`src/rtl/hex_scan_scheduler.sv`:
```
// Round-robin scan of NUM_DIGITS 4-bit values through one shared 7-segment decoder,
// with a dark gap before every digit to stop ghosting between neighbouring slots.
//
// state   | meaning
// S_BLANK | all digits off, dec_q holds the upcoming digit so the decoder settles
// S_DRIVE | digit idx lit, seg_n follows dec_seg (or forced off by blank[idx])
module hex_scan_scheduler #(
    parameter int NUM_DIGITS   = 4,
    parameter int DWELL_CYCLES = 50000,
    parameter int BLANK_CYCLES = 16,
    localparam int AW          = $clog2(NUM_DIGITS)
) (
    input  logic                  clk,
    input  logic                  rst_n,
    input  logic                  wr_en,
    input  logic [AW-1:0]         wr_addr,
    input  logic [3:0]            wr_data,
    input  logic [NUM_DIGITS-1:0] blank,
    output logic [3:0]            dec_q,
    input  logic [6:0]            dec_seg,
    output logic [6:0]            seg_n,
    output logic [NUM_DIGITS-1:0] dig_en_n,
    output logic                  frame_done
);
    localparam int CMAX = (DWELL_CYCLES > BLANK_CYCLES) ? DWELL_CYCLES : BLANK_CYCLES;
    localparam int CW   = (CMAX > 1) ? $clog2(CMAX + 1) : 1;
    localparam logic [CW-1:0]         B_LAST  = CW'(BLANK_CYCLES - 1);
    localparam logic [CW-1:0]         D_LAST  = CW'(DWELL_CYCLES - 1);
    localparam logic [AW-1:0]         IDX_TOP = AW'(NUM_DIGITS - 1);
    localparam logic [AW:0]           NUM_W   = (AW + 1)'(NUM_DIGITS);
    localparam logic [6:0]            SEG_OFF = 7'h7F;
    localparam logic [NUM_DIGITS-1:0] ONE     = NUM_DIGITS'(1);

    typedef enum logic {S_BLANK, S_DRIVE} state_t;

    state_t                  state, state_nxt;
    logic [CW-1:0]           cnt, cnt_nxt;
    logic [AW-1:0]           idx, idx_nxt;
    logic [3:0]              q_nxt;
    logic [6:0]              seg_nxt;
    logic [NUM_DIGITS-1:0]   dig_nxt;
    logic                    fd_nxt;
    logic [3:0]              digit_reg [NUM_DIGITS];

    always_ff @(posedge clk or negedge rst_n) begin
        if (!rst_n) begin
            for (int i = 0; i < NUM_DIGITS; i++) digit_reg[i] <= 4'h0;
        end else if (wr_en && ({1'b0, wr_addr} < NUM_W)) begin
            digit_reg[wr_addr] <= wr_data;
        end
    end

    always_ff @(posedge clk or negedge rst_n) begin
        if (!rst_n) begin
            state      <= S_BLANK;
            cnt        <= '0;
            idx        <= '0;
            dec_q      <= 4'h0;
            seg_n      <= SEG_OFF;
            dig_en_n   <= '1;
            frame_done <= 1'b0;
        end else begin
            state      <= state_nxt;
            cnt        <= cnt_nxt;
            idx        <= idx_nxt;
            dec_q      <= q_nxt;
            seg_n      <= seg_nxt;
            dig_en_n   <= dig_nxt;
            frame_done <= fd_nxt;
        end
    end

    // Outputs are next-values: lit on every edge that enters or stays in DRIVE, dark otherwise.
    always_comb begin
        state_nxt = state;
        cnt_nxt   = cnt + CW'(1);
        idx_nxt   = idx;
        q_nxt     = dec_q;
        seg_nxt   = SEG_OFF;
        dig_nxt   = '1;
        fd_nxt    = 1'b0;
        case (state)
            S_BLANK: begin
                if (cnt == B_LAST) begin
                    state_nxt = S_DRIVE;
                    cnt_nxt   = '0;
                    dig_nxt   = ~(ONE << idx);
                    seg_nxt   = blank[idx] ? SEG_OFF : dec_seg;
                end
            end
            S_DRIVE: begin
                if (cnt == D_LAST) begin
                    state_nxt = S_BLANK;
                    cnt_nxt   = '0;
                    idx_nxt   = (idx == IDX_TOP) ? '0 : idx + AW'(1);
                    q_nxt     = digit_reg[idx_nxt];
                    fd_nxt    = (idx_nxt == '0);
                end else begin
                    dig_nxt   = ~(ONE << idx);
                    seg_nxt   = blank[idx] ? SEG_OFF : dec_seg;
                end
            end
            default: begin
                state_nxt = S_BLANK;
                cnt_nxt   = '0;
            end
        endcase
    end
endmodule

```
`config.mk`:
```
export PLATFORM = sky130hd
export DESIGN_NAME = hex_scan_scheduler
export DESIGN_NICKNAME = d
export VERILOG_FILES = /design/src/rtl/hex_scan_scheduler.sv
export SDC_FILE = /design/constraint.sdc
export NUM_CORES = 1
export LEC_CHECK = 0
export CAP_MARGIN = 20
export CORE_MARGIN = 2
export CORE_UTILIZATION = 60
export CTS_CLUSTER_SIZE = 25
export DETAILED_ROUTE_END_ITERATION = 6
export DONT_BUFFER_PORTS = 1
export GPL_ROUTABILITY_DRIVEN = 0
export PLACE_DENSITY = 0.76
export SLEW_MARGIN = 20
export SYNTH_ARGS = -nofsm -noshare
export SYNTH_HDL_FRONTEND = slang
export SYNTH_SLANG_ARGS = --single-unit
```
`constraint.sdc`:
```
create_clock -name clk -period 6.05 [get_ports clk]
set_input_delay 0.605 -clock clk [delete_from_list [all_inputs] [get_ports clk]]
set_output_delay 0.605 -clock clk [all_outputs]
set_load 0.1 [all_outputs]
```
==> insert_results.sql, run 1 <==
INSERT INTO impl_metrics (metric_group, metric, value, unit) VALUES
('status', 'status', 'finished, final reports clean', ''),
('worst_setup_path', 'worst-endpoint-arrival', '2590', 'ps'),
('clock_network', 'cts_tree', 'built', ''),
('synthesis', 'synth_area_leaders', 'dfrtp_1 44%, dfstp_2 13%, mux2_2 7.9%', ''),
('floorplan', 'die_y', '65.6', 'um'),
('floorplan', 'placementRows', '22', ''),
('sta', 'rsz0062_at_grt', 'false', ''),
('clock_network', 'cts_made_buffers', '5', ''),
('clock_network', 'clock_sinks', '51', ''),
('power', 'worst_ir_drop_vdd', '0.155', 'mV'),
('detailed_routing', 'drt-pass1-iter-count', '5', ''),
('sta', 'setup_viol', '0', ''),
('clock_network', 'ctsHtreeMaxLevel', '2', ''),
('synthesis', 'ys.flop_type', 'dfrtp_1', ''),
('detailed_routing', 'drt_drc_violations_left', '0', ''),
('power', 'power.static_leakage', '1.06', 'nW'),
('cells_and_area', 'flow.area_growth_from_synthesis', '6.97', '%'),
('sta', 'setup_ws', '3660', 'ps'),
('power', 'p_per_area', '273', 'mW/mm^2'),
('synthesis', 'yosys.cell_count.top_type', 'dfrtp_1', ''),
('cells_and_area', 'layout.filler_cells', '269', ''),
('floorplan', 'die_area', '0.00431', 'sq mm'),
('synthesis', 'postSynthNetCount', '201', ''),
('synthesis', 'synth_cell_types', '32', ''),
('synthesis', 'asyncSetResetFlopFracSynth', '100', '%'),
('flow_run', 'max_capacitance_violation_count', '0', ''),
('cells_and_area', 'final_net_count', '205', ''),
('global_routing', 'first_global_vias', '1412', ''),
('sta', 'fin_hold_ws', '124', 'ps'),
('sta', 'timing.fmax', '418', 'MHz'),
('clock_network', 'insertion_delay', '300', 'ps'),
('worst_setup_path', 'setup.worst_path.end_class', 'register', ''),
('power', 'power', '0.665', 'mW'),
('worst_setup_path', 'crit_path_launch_type', 'register', ''),
('synthesis', 'yosysWarnings', '0', ''),
('global_routing', 'grt_start_max_net_pins', '41', ''),
('synthesis', 'synth-edff-count', '0', ''),
('clock_network', 'cts.repair.resized', '0', ''),
('worst_setup_path', 'regToRegSetupSlack', '3660', 'ps'),
('global_routing', 'wire_length_of_the_first_global_routing_pass', '6770', 'um'),
('synthesis', 'portion_of_the_post_synthesis_area_used_by_sequential_elements', '56.6', '%'),
('worst_setup_path', 'cp_required', '6250', 'ps'),
('clock_network', 'clkSlewWorstSetupHoldPaths', '90', 'ps'),
('cells_and_area', 'multi_input_area', '938', 'sq um'),
('sta', 'report.final.hold_viol_count', '0', ''),
('detailed_routing', 'detail-route-antenna-nets', '0', ''),
('sta', 'pins_over_slew_limit', '0', ''),
('clock_network', 'holdBufCountCts', '1', ''),
('synthesis', 'yosysTopAreaCellShare', '43.9', '%'),
('placement', 'place.detailed.hpwl', '2690', 'um'),
('synthesis', 'synthTopCellsByCount', '40 x dfrtp_1, 20 x nor2_1, 17 x nand2_1, 16 x mux2_2, 11 x dfstp_2', ''),
('floorplan', 'design.core.area', '0.00366', 'sq mm'),
('synthesis', 'netlist.top_cell.by_area', 'dfrtp_1', ''),
('worst_setup_path', 'path_class', 'reg -> reg', ''),
('detailed_routing', 'routed-via-count', '1352', ''),
('sta', 'worst_pin_slew', '917', 'ps'),
('sta', 'final_period_minus_worst_setup_slack', '2390', 'ps'),
('clock_network', 'cts_setup_buffers', '0', ''),
('cells_and_area', 'area_taken_by_flip_flops_and_latches', '0.00129', 'sq mm'),
('synthesis', 'post_synth_instance_area', '0.00228', 'sq mm'),
('sta', 'final_period_utilization', '39.6', '%'),
('sta', 'finClkSkew', '4.70', 'ps'),
('detailed_routing', 'detailedRoute.firstIterationViolations', '83', ''),
('sta', 'timing.max_slew.rel_slack', '38.8', '%'),
('global_routing', 'globalRoute.totalOverflow', '0', ''),
('min_path', 'hp-class', 'in -> async', ''),
('global_routing', 'gr-usage-all-layers', '21.0', '%'),
('floorplan', 'fp.dieW', '65.6', 'um'),
('worst_setup_path', 'critPathMaxFanout', '12', ''),
('placement', 'io_buffer_count', '0', ''),
('clock_network', 'clockRootBuffer', 'clkbuf_8', '');
## routing by layer
| layer | global-route usage (%) | vias up | part of all wire (%) |
|---|---|---|---|
| li1 | - | 620 | - |
| met1 | 29.1 | 667 | 44 |
| met2 | 31.6 | 57 | 48 |
| met3 | 6.68 | 8 | 6.9 |
| met4 | 6.51 | 0 | 1.3 |
| met5 | 0 | - | 0 |
## placed cells by master (no fill, tap or decap), drive strengths merged
master,instances
a21oi,2
and3,3
and4,1
and4bb,1
buf,1
bufinv,1
clkbuf,6
clkinvlp,1
dfrtp,40
dfstp,11
ha,6
inv,5
mux2,22
mux4,5
nand2,17
nand3,4
nand3b,2
nand4,7
nand4b,1
nor2,20
nor2b,1
nor3b,1
nor4,2
nor4bb,1
o22ai,1
o31ai,1
or2,1
or4,3
xnor2,7
xor2,6
## area by class of cell
type	count	share of cell area, %
Clock inverter	2	1.54
Sequential cell	51	52.9
Clock buffer	6	2.98
Timing Repair Buffer	1	0.821
Multi-Input combinational cell	115	38.5
Inverter	5	0.770
Tap cell	48	2.46
## through the flow
step                      utilization (%)  std cells  cell area [sq um]
after floorplan                         -        175               2280
after global placement               63.0        219               2310
after detailed placement             63.0        219               2310
after CTS                            66.6        228               2440
after global routing                 66.6        228               2440
final                                66.6        228               2440
## where the power goes
group	total, mW	switching [mW]	internal [mW]
clock network	0.230	0.107	0.123
logic	0.0409	0.0152	0.0257
registers	0.394	0.0285	0.366
## final timing paths
| path | startpoint | end | depth (start not counted) |
|---|---|---|---|
| max reg2reg | cnt[7] | dig_en_n[3] | 4 |
| min reg2reg | cnt[0] | cnt[0] | 1 |
| min in group clk | dec_seg[1] | seg_n[1] | 2 |
| min | rst_n | state | 1 |
| max | cnt[7] | dig_en_n[3] | 4 |
| max in group asynchronous | rst_n | dec_q[2] | 1 |
## worst max-delay path, cell delays in order, from the launching register on
cell and delay (ps):
dfrtp_1 490, or4_4 550, or4_4 440, o22ai_1 670, nand2_1 150
## kinds of logic after synthesis
| logic type | after synthesis | synth area share, % |
|---|---|---|
| fa+ha+maj | 6 | 3.29 |
| mux | 27 | 16.8 |
| flops | 51 | 56.6 |
| buf+inv | 9 | 2.20 |
| compound gates | 4 | 1.21 |
| simple gates | 65 | 14.9 |
| xor+xnor | 13 | 5.00 |
(Power assumes the default switching activity.)
==> run 2, diff against run 1 <==
==> constraint.sdc (replaced) <==
create_clock -name clk -period 2.5 [get_ports clk]
set_input_delay 0.25 -clock clk [delete_from_list [all_inputs] [get_ports clk]]
set_output_delay 0.25 -clock clk [all_outputs]
set_load 0.1 [all_outputs]
==> insert_results.sql, run 2 (synthesis gave the netlist of run 1 again) <==
INSERT INTO impl_metrics (metric_group, metric, value, unit) VALUES
('status', 'status', 'finished, final reports clean', ''),
('sta', 'fin_setup_tns', '0', 'ps'),
('global_routing', 'first_global_vias', '1445', ''),
('global_routing', 'grt_start_max_net_pins', '52', ''),
('floorplan', 'fp.dieW', '65.6', 'um'),
('sta', 'timing.max_slew.rel_slack', '38.7', '%'),
('power', 'power.share.sequential', '63.3', '%'),
('sta', 'fin_hold_ws', '65.1', 'ps'),
('global_routing', 'grt_antenna_before_repair', '0', ''),
('worst_setup_path', 'path_class', 'reg -> reg', ''),
('floorplan', 'placementRows', '22', ''),
('min_path', 'hp-class', 'in -> reg', ''),
('floorplan', 'die_area', '0.00431', 'sq mm'),
('power', 'power.static_leakage', '1.07', 'nW'),
('detailed_routing', 'drt_drc_violations_left', '0', ''),
('cells_and_area', 'antenna-diode-count', '0', ''),
('worst_setup_path', 'reg2reg_to', 'idx[0]', ''),
('detailed_routing', 'detailedRoute.firstIterationViolations', '83', ''),
('clock_network', 'clockRootBuffer', 'clkbuf_8', ''),
('floorplan', 'starting_density', '62.2', '%'),
('worst_setup_path', 'regToRegSetupSlack', '230', 'ps'),
('cells_and_area', 'final_layout_size_suffix_gt1_share', '28.4', '%'),
('power', 'p_per_area', '617', 'mW/mm^2'),
('flow_run', 'max_capacitance_violation_count', '0', ''),
('placement', 'io_buffer_count', '0', ''),
('clock_network', 'clkSlewWorstSetupHoldPaths', '90', 'ps'),
('cells_and_area', 'final_net_count', '208', ''),
('clock_network', 'cts.repair.resized', '0', ''),
('cells_and_area', 'final_cells', '231', ''),
('detailed_routing', 'drt-pass1-iter-count', '4', ''),
('cells_and_area', 'flow.area_growth_from_synthesis', '7.30', '%'),
('sta', 'report.final.hold_viol_count', '0', ''),
('sta', 'pins_over_slew_limit', '0', ''),
('power', 'internal_power', '1.15', 'mW'),
('clock_network', 'clock_sinks', '51', ''),
('sta', 'setup_viol', '0', ''),
('worst_setup_path', 'critPathMaxFanout', '7', ''),
('cells_and_area', 'mostFrequentLayoutCells', '40 x dfrtp_1, 20 x nor2_1, 17 x nand2_1', ''),
('clock_network', 'ctsHtreeMaxLevel', '2', ''),
('worst_setup_path', 'cp_required', '2690', 'ps'),
('sta', 'rsz0062_at_grt', 'false', ''),
('global_routing', 'wire_length_of_the_first_global_routing_pass', '6670', 'um'),
('worst_setup_path', 'cp-startpoint', 'cnt[10]', ''),
('worst_setup_path', 'endpoint', 'idx[0]', ''),
('detailed_routing', 'detail-route-antenna-nets', '0', ''),
('placement', 'place.detailed.hpwl', '2780', 'um'),
('power', 'power_frac_comb', '7.0', '%'),
('cells_and_area', 'postLayoutCellArea', '0.00244', 'sq mm'),
('worst_setup_path', 'worst-endpoint-arrival', '2450', 'ps'),
('worst_setup_path', 'crit_path_launch_type', 'register', ''),
('clock_network', 'clk_path_buf_depth', '2', ''),
('clock_network', 'cts_tree', 'built', ''),
('global_routing', 'globalRoute.totalOverflow', '0', ''),
('placement', 'numPlacedInstances', '221', ''),
('worst_setup_path', 'r2r.worst_path.cells', '4', ''),
('clock_network', 'holdBufCountCts', '2', ''),
('power', 'worst_ir_drop_vdd', '0.433', 'mV'),
('floorplan', 'design.core.area', '0.00366', 'sq mm'),
('power', 'power_share_of_the_clock_group', '29.7', '%'),
('sta', 'finClkSkew', '3.86', 'ps'),
('floorplan', 'die_y', '65.6', 'um'),
('cells_and_area', 'layout_commonest_cell', 'dfrtp_1', ''),
('sta', 'timing.fmax', '441', 'MHz'),
('clock_network', 'cts_made_buffers', '5', ''),
('worst_setup_path', 'setup.worst_path.end_class', 'register', ''),
('clock_network', 'insertion_delay', '300', 'ps'),
('sta', 'final_period_minus_worst_setup_slack', '2270', 'ps'),
('power', 'p_switching', '0.364', 'mW'),
('detailed_routing', 'totalWireLength', '3870', 'um'),
('sta', 'final_period_utilization', '90.6', '%'),
('detailed_routing', 'routed-via-count', '1360', ''),
('power', 'netSwitchingFraction', '24.1', '%'),
('detailed_routing', 'dr_vias_cell', '5.89', ''),
('global_routing', 'gr-usage-all-layers', '20.5', '%'),
('worst_setup_path', 'regToRegStartpoint', 'cnt[10]', ''),
('detailed_routing', 'detail_route.wl_per_cell', '16.7', 'um'),
('clock_network', 'cts_setup_buffers', '0', ''),
('floorplan', 'io_pins', '36', ''),
('sta', 'worst_pin_slew', '919', 'ps'),
('placement', 'post_dp_cell_area', '0.00232', 'sq mm');
run 2: worst min path at each step:
| stage | from | end | slack (ps) | cells after the start |
|---|---|---|---|---|
| after floorplan | rst_n | cnt[0] | -50 | 0 |
| after global placement | rst_n | cnt[13] | -40 | 0 |
| after detailed placement | rst_n | cnt[13] | -40 | 0 |
| after CTS | dec_seg[5] | seg_n[5] | 50 | 2 |
| after global routing | dec_seg[2] | seg_n[2] | 60 | 2 |
| final | dec_seg[6] | seg_n[6] | 70 | 2 |
run 2: layout make-up:
class                      instances  area, sq um
clock buffer                       6         72.6
clock inverter                     2         12.5
fill                             263         1220
inverter                           5         18.8
multi-input combinational        115          938
sequential                        51         1290
tap                               48         60.1
timing repair buffer               4         52.6
run 2: power groups by stage:
stage	sequential [mW]	combinational [mW]	clock, mW
after floorplan	0.961	0.0747	0
after global placement	0.964	0.0803	0
after CTS	0.956	0.108	0.460
final	0.955	0.106	0.448
after global routing	0.963	0.115	0.495
after detailed placement	0.972	0.0855	0
run 2: metal layers:
layer | part of all wire (%) | wire (um) | up-vias | GRT usage [%]
met5 | 0 | 0 | - | 0
met4 | 1.1 | 41 | 0 | 6.77
met1 | 44 | 1710 | 678 | 26.2
met3 | 6.5 | 251 | 5 | 5.82
li1 | - | - | 625 | -
met2 | 48 | 1870 | 52 | 33.6
run 2: worst max-delay path, stage by stage (launching register included):
cell	delay, ps
dfrtp_1	440
or4_4	550
or4_4	440
or2_1	390
mux2_4	350
run 2: metrics by stage:
step	util, %	power [mW]	worst slack (ps)
2_1_floorplan	-	1.04	300
3_3_place_gp	63.4	1.04	265
3_5_place_dp	63.4	1.06	241
4_1_cts	66.8	1.52	234
5_1_grt	66.8	1.57	154
6_report	66.8	1.51	235
==> run 3, diff against run 2 <==
--- a/config.mk
+++ b/config.mk
@@ -12,7 +12,7 @@
 export DETAILED_ROUTE_END_ITERATION = 6
 export DONT_BUFFER_PORTS = 1
 export GPL_ROUTABILITY_DRIVEN = 0
-export PLACE_DENSITY = 0.76
+export PLACE_DENSITY = 0.8
 export SLEW_MARGIN = 20
 export SYNTH_ARGS = -nofsm -noshare
 export SYNTH_HDL_FRONTEND = slang
==> constraint.sdc (replaced) <==
create_clock -name clk -period 2.25 [get_ports clk]
set_input_delay 0.225 -clock clk [delete_from_list [all_inputs] [get_ports clk]]
set_output_delay 0.225 -clock clk [all_outputs]
set_load 0.1 [all_outputs]
==> insert_results.sql, run 3 (synthesis gave the netlist of run 1 again) <==
INSERT INTO impl_metrics (metric_group, metric, value, unit) VALUES
('clock_network', 'clkSlewWorstSetupHoldPaths', '80', 'ps'),
('sta', 'worst_pin_slew', '922', 'ps'),
('worst_setup_path', 'critPathMaxFanout', '7', ''),
('power', 'netSwitchingFraction', '22.2', '%'),
('global_routing', 'wire_length_of_the_first_global_routing_pass', '6240', 'um'),
('placement', 'place.detailed.hpwl', '2890', 'um'),
('worst_setup_path', 'crit_path_launch_type', 'register', ''),
('clock_network', 'cts_setup_buffers', '0', ''),
('floorplan', 'die_y', '65.6', 'um'),
('power', 'power.share.sequential', '59.6', '%'),
('clock_network', 'clockRootBuffer', 'clkbuf_8', ''),
('cells_and_area', 'final_layout_size_suffix_gt1_share', '29.6', '%'),
('worst_setup_path', 'cp_required', '2430', 'ps'),
('cells_and_area', 'flow.area_growth_from_synthesis', '9.34', '%'),
('cells_and_area', 'mostFrequentLayoutCells', '40 x dfrtp_1, 20 x nor2_1, 17 x nand2_1', ''),
('sta', 'finClkSkew', '8.49', 'ps'),
('sta', 'timing.max_slew.rel_slack', '38.5', '%'),
('worst_setup_path', 'setup.worst_path.end_class', 'register', ''),
('sta', 'final_period_utilization', '93.0', '%'),
('power', 'p_switching', '0.396', 'mW'),
('power', 'power_share_of_the_clock_group', '33.8', '%'),
('worst_setup_path', 'regToRegStartpoint', 'cnt[10]', ''),
('sta', 'timing.fmax', '478', 'MHz'),
('floorplan', 'fp.dieW', '65.6', 'um'),
('detailed_routing', 'detailedRoute.firstIterationViolations', '95', ''),
('power', 'power_frac_comb', '6.6', '%'),
('floorplan', 'design.core.area', '0.00366', 'sq mm'),
('sta', 'fin_hold_ws', '44.8', 'ps'),
('clock_network', 'ctsHtreeMaxLevel', '2', ''),
('power', 'worst_ir_drop_vdd', '0.465', 'mV'),
('clock_network', 'cts_tree', 'built', ''),
('cells_and_area', 'layout_commonest_cell', 'dfrtp_1', ''),
('clock_network', 'insertion_delay', '290', 'ps'),
('detailed_routing', 'detail_route.wl_per_cell', '16.3', 'um'),
('sta', 'fin_setup_tns', '0', 'ps'),
('worst_setup_path', 'path_class', 'reg -> reg', ''),
('detailed_routing', 'dr_vias_cell', '5.79', ''),
('min_path', 'hold_start', 'dec_seg[2]', ''),
('detailed_routing', 'totalWireLength', '3810', 'um'),
('floorplan', 'placementRows', '22', ''),
('detailed_routing', 'routed-via-count', '1356', ''),
('power', 'p_per_area', '716', 'mW/mm^2'),
('sta', 'report.final.hold_viol_count', '0', ''),
('floorplan', 'die_area', '0.00431', 'sq mm'),
('power', 'power.static_leakage', '1.10', 'nW'),
('global_routing', 'first_global_vias', '1343', ''),
('worst_setup_path', 'cp-startpoint', 'cnt[10]', ''),
('detailed_routing', 'drt_drc_violations_left', '0', ''),
('global_routing', 'grt_antenna_before_repair', '0', ''),
('sta', 'setup_viol', '0', ''),
('clock_network', 'cts_made_buffers', '5', ''),
('flow_run', 'max_capacitance_violation_count', '0', ''),
('sta', 'final_period_minus_worst_setup_slack', '2090', 'ps'),
('global_routing', 'grt_start_max_net_pins', '52', ''),
('worst_setup_path', 'worst-endpoint-arrival', '2270', 'ps'),
('global_routing', 'globalRoute.totalOverflow', '0', ''),
('detailed_routing', 'drt-pass1-iter-count', '4', ''),
('global_routing', 'gr-usage-all-layers', '19.5', '%'),
('detailed_routing', 'detail-route-antenna-nets', '0', ''),
('clock_network', 'clock_sinks', '51', ''),
('sta', 'rsz0062_at_grt', 'false', ''),
('placement', 'io_buffer_count', '0', ''),
('floorplan', 'starting_density', '62.2', '%'),
('min_path', 'hp-class', 'in -> reg', ''),
('power', 'internal_power', '1.39', 'mW'),
('clock_network', 'clk_path_buf_depth', '2', ''),
('status', 'status', 'finished, final reports clean', ''),
('cells_and_area', 'final_net_count', '211', ''),
('cells_and_area', 'antenna-diode-count', '0', ''),
('sta', 'pins_over_slew_limit', '0', ''),
('floorplan', 'io_pins', '36', '');
-- run 3: changes by cell type in the layout (fill, tap and decap cells not counted) --
| cell | delta |
|---|---|
| bufinv_16 | +1 |
| clkbuf_1 | +1 |
| buf_4 | +3 |
| clkinvlp_4 | -1 |
| clkinv_2 | -1 |
| or2_1 | -1 |
| or2_4 | +1 |
-- run 3: cell type report --
type                            instances  area (sq um)
Clock inverter                          1          30.0
Sequential cell                        51          1290
Inverter                                5          18.8
Multi-Input combinational cell        115           941
Clock buffer                            7          76.3
Fill cell                             256          1170
Tap cell                               48          60.1
Timing Repair Buffer                    7          75.1
-- run 3: repair_timing --
item,CTS,global route
hold buffers,2,0
hold endpoints to repair,51,0
resized for setup,0,1
setup endpoints to repair,0,6
-- run 3: layer usage --
layer | share of wire [%] | global-route usage [%]
met5 | 0 | 0
met1 | 44 | 25.4
met4 | 0.74 | 5.99
met3 | 6.1 | 6.34
met2 | 49 | 31.3
-- run 3: per-stage QoR --
| step | util [%] | cells | instance area (sq um) | worst slack (ps) | total power [mW] |
|---|---|---|---|---|---|
| floorplan | - | 175 | 2280 | 49.9 | 1.15 |
| global placement | 64.0 | 224 | 2340 | 88.4 | 1.16 |
| detailed placement | 64.0 | 224 | 2340 | 65.4 | 1.18 |
| CTS | 68.0 | 234 | 2490 | 49.6 | 1.80 |
| global route | 68.0 | 234 | 2490 | 72.0 | 1.86 |
| finish | 68.0 | 234 | 2490 | 158 | 1.78 |
-- run 3: worst max-delay path: stages (launching register included) --
cell and delay, ps:
dfrtp_1 380, or4_4 530, or4_4 440, or2_4 320
mux2_4 310
-- run 3: power groups by stage --
stage | Sequential, mW | Clock (mW) | Combinational [mW]
2_1_floorplan | 1.07 | 0 | 0.0830
3_3_place_gp | 1.07 | 0 | 0.0893
3_5_place_dp | 1.08 | 0 | 0.0962
4_1_cts | 1.06 | 0.611 | 0.121
5_1_grt | 1.07 | 0.659 | 0.129
6_report | 1.06 | 0.603 | 0.118
-- run 3: worst paths after layout --
check | slack, ps | to | cells after the start
max reg2reg | 160 | dec_q[2] | 4
min | 40 | seg_n[2] | 2
max | 160 | dec_q[2] | 4
max in group asynchronous | 1540 | seg_n[4] | 2
min in group asynchronous | 440 | cnt[13] | 2
min reg2reg | 490 | cnt[0] | 1
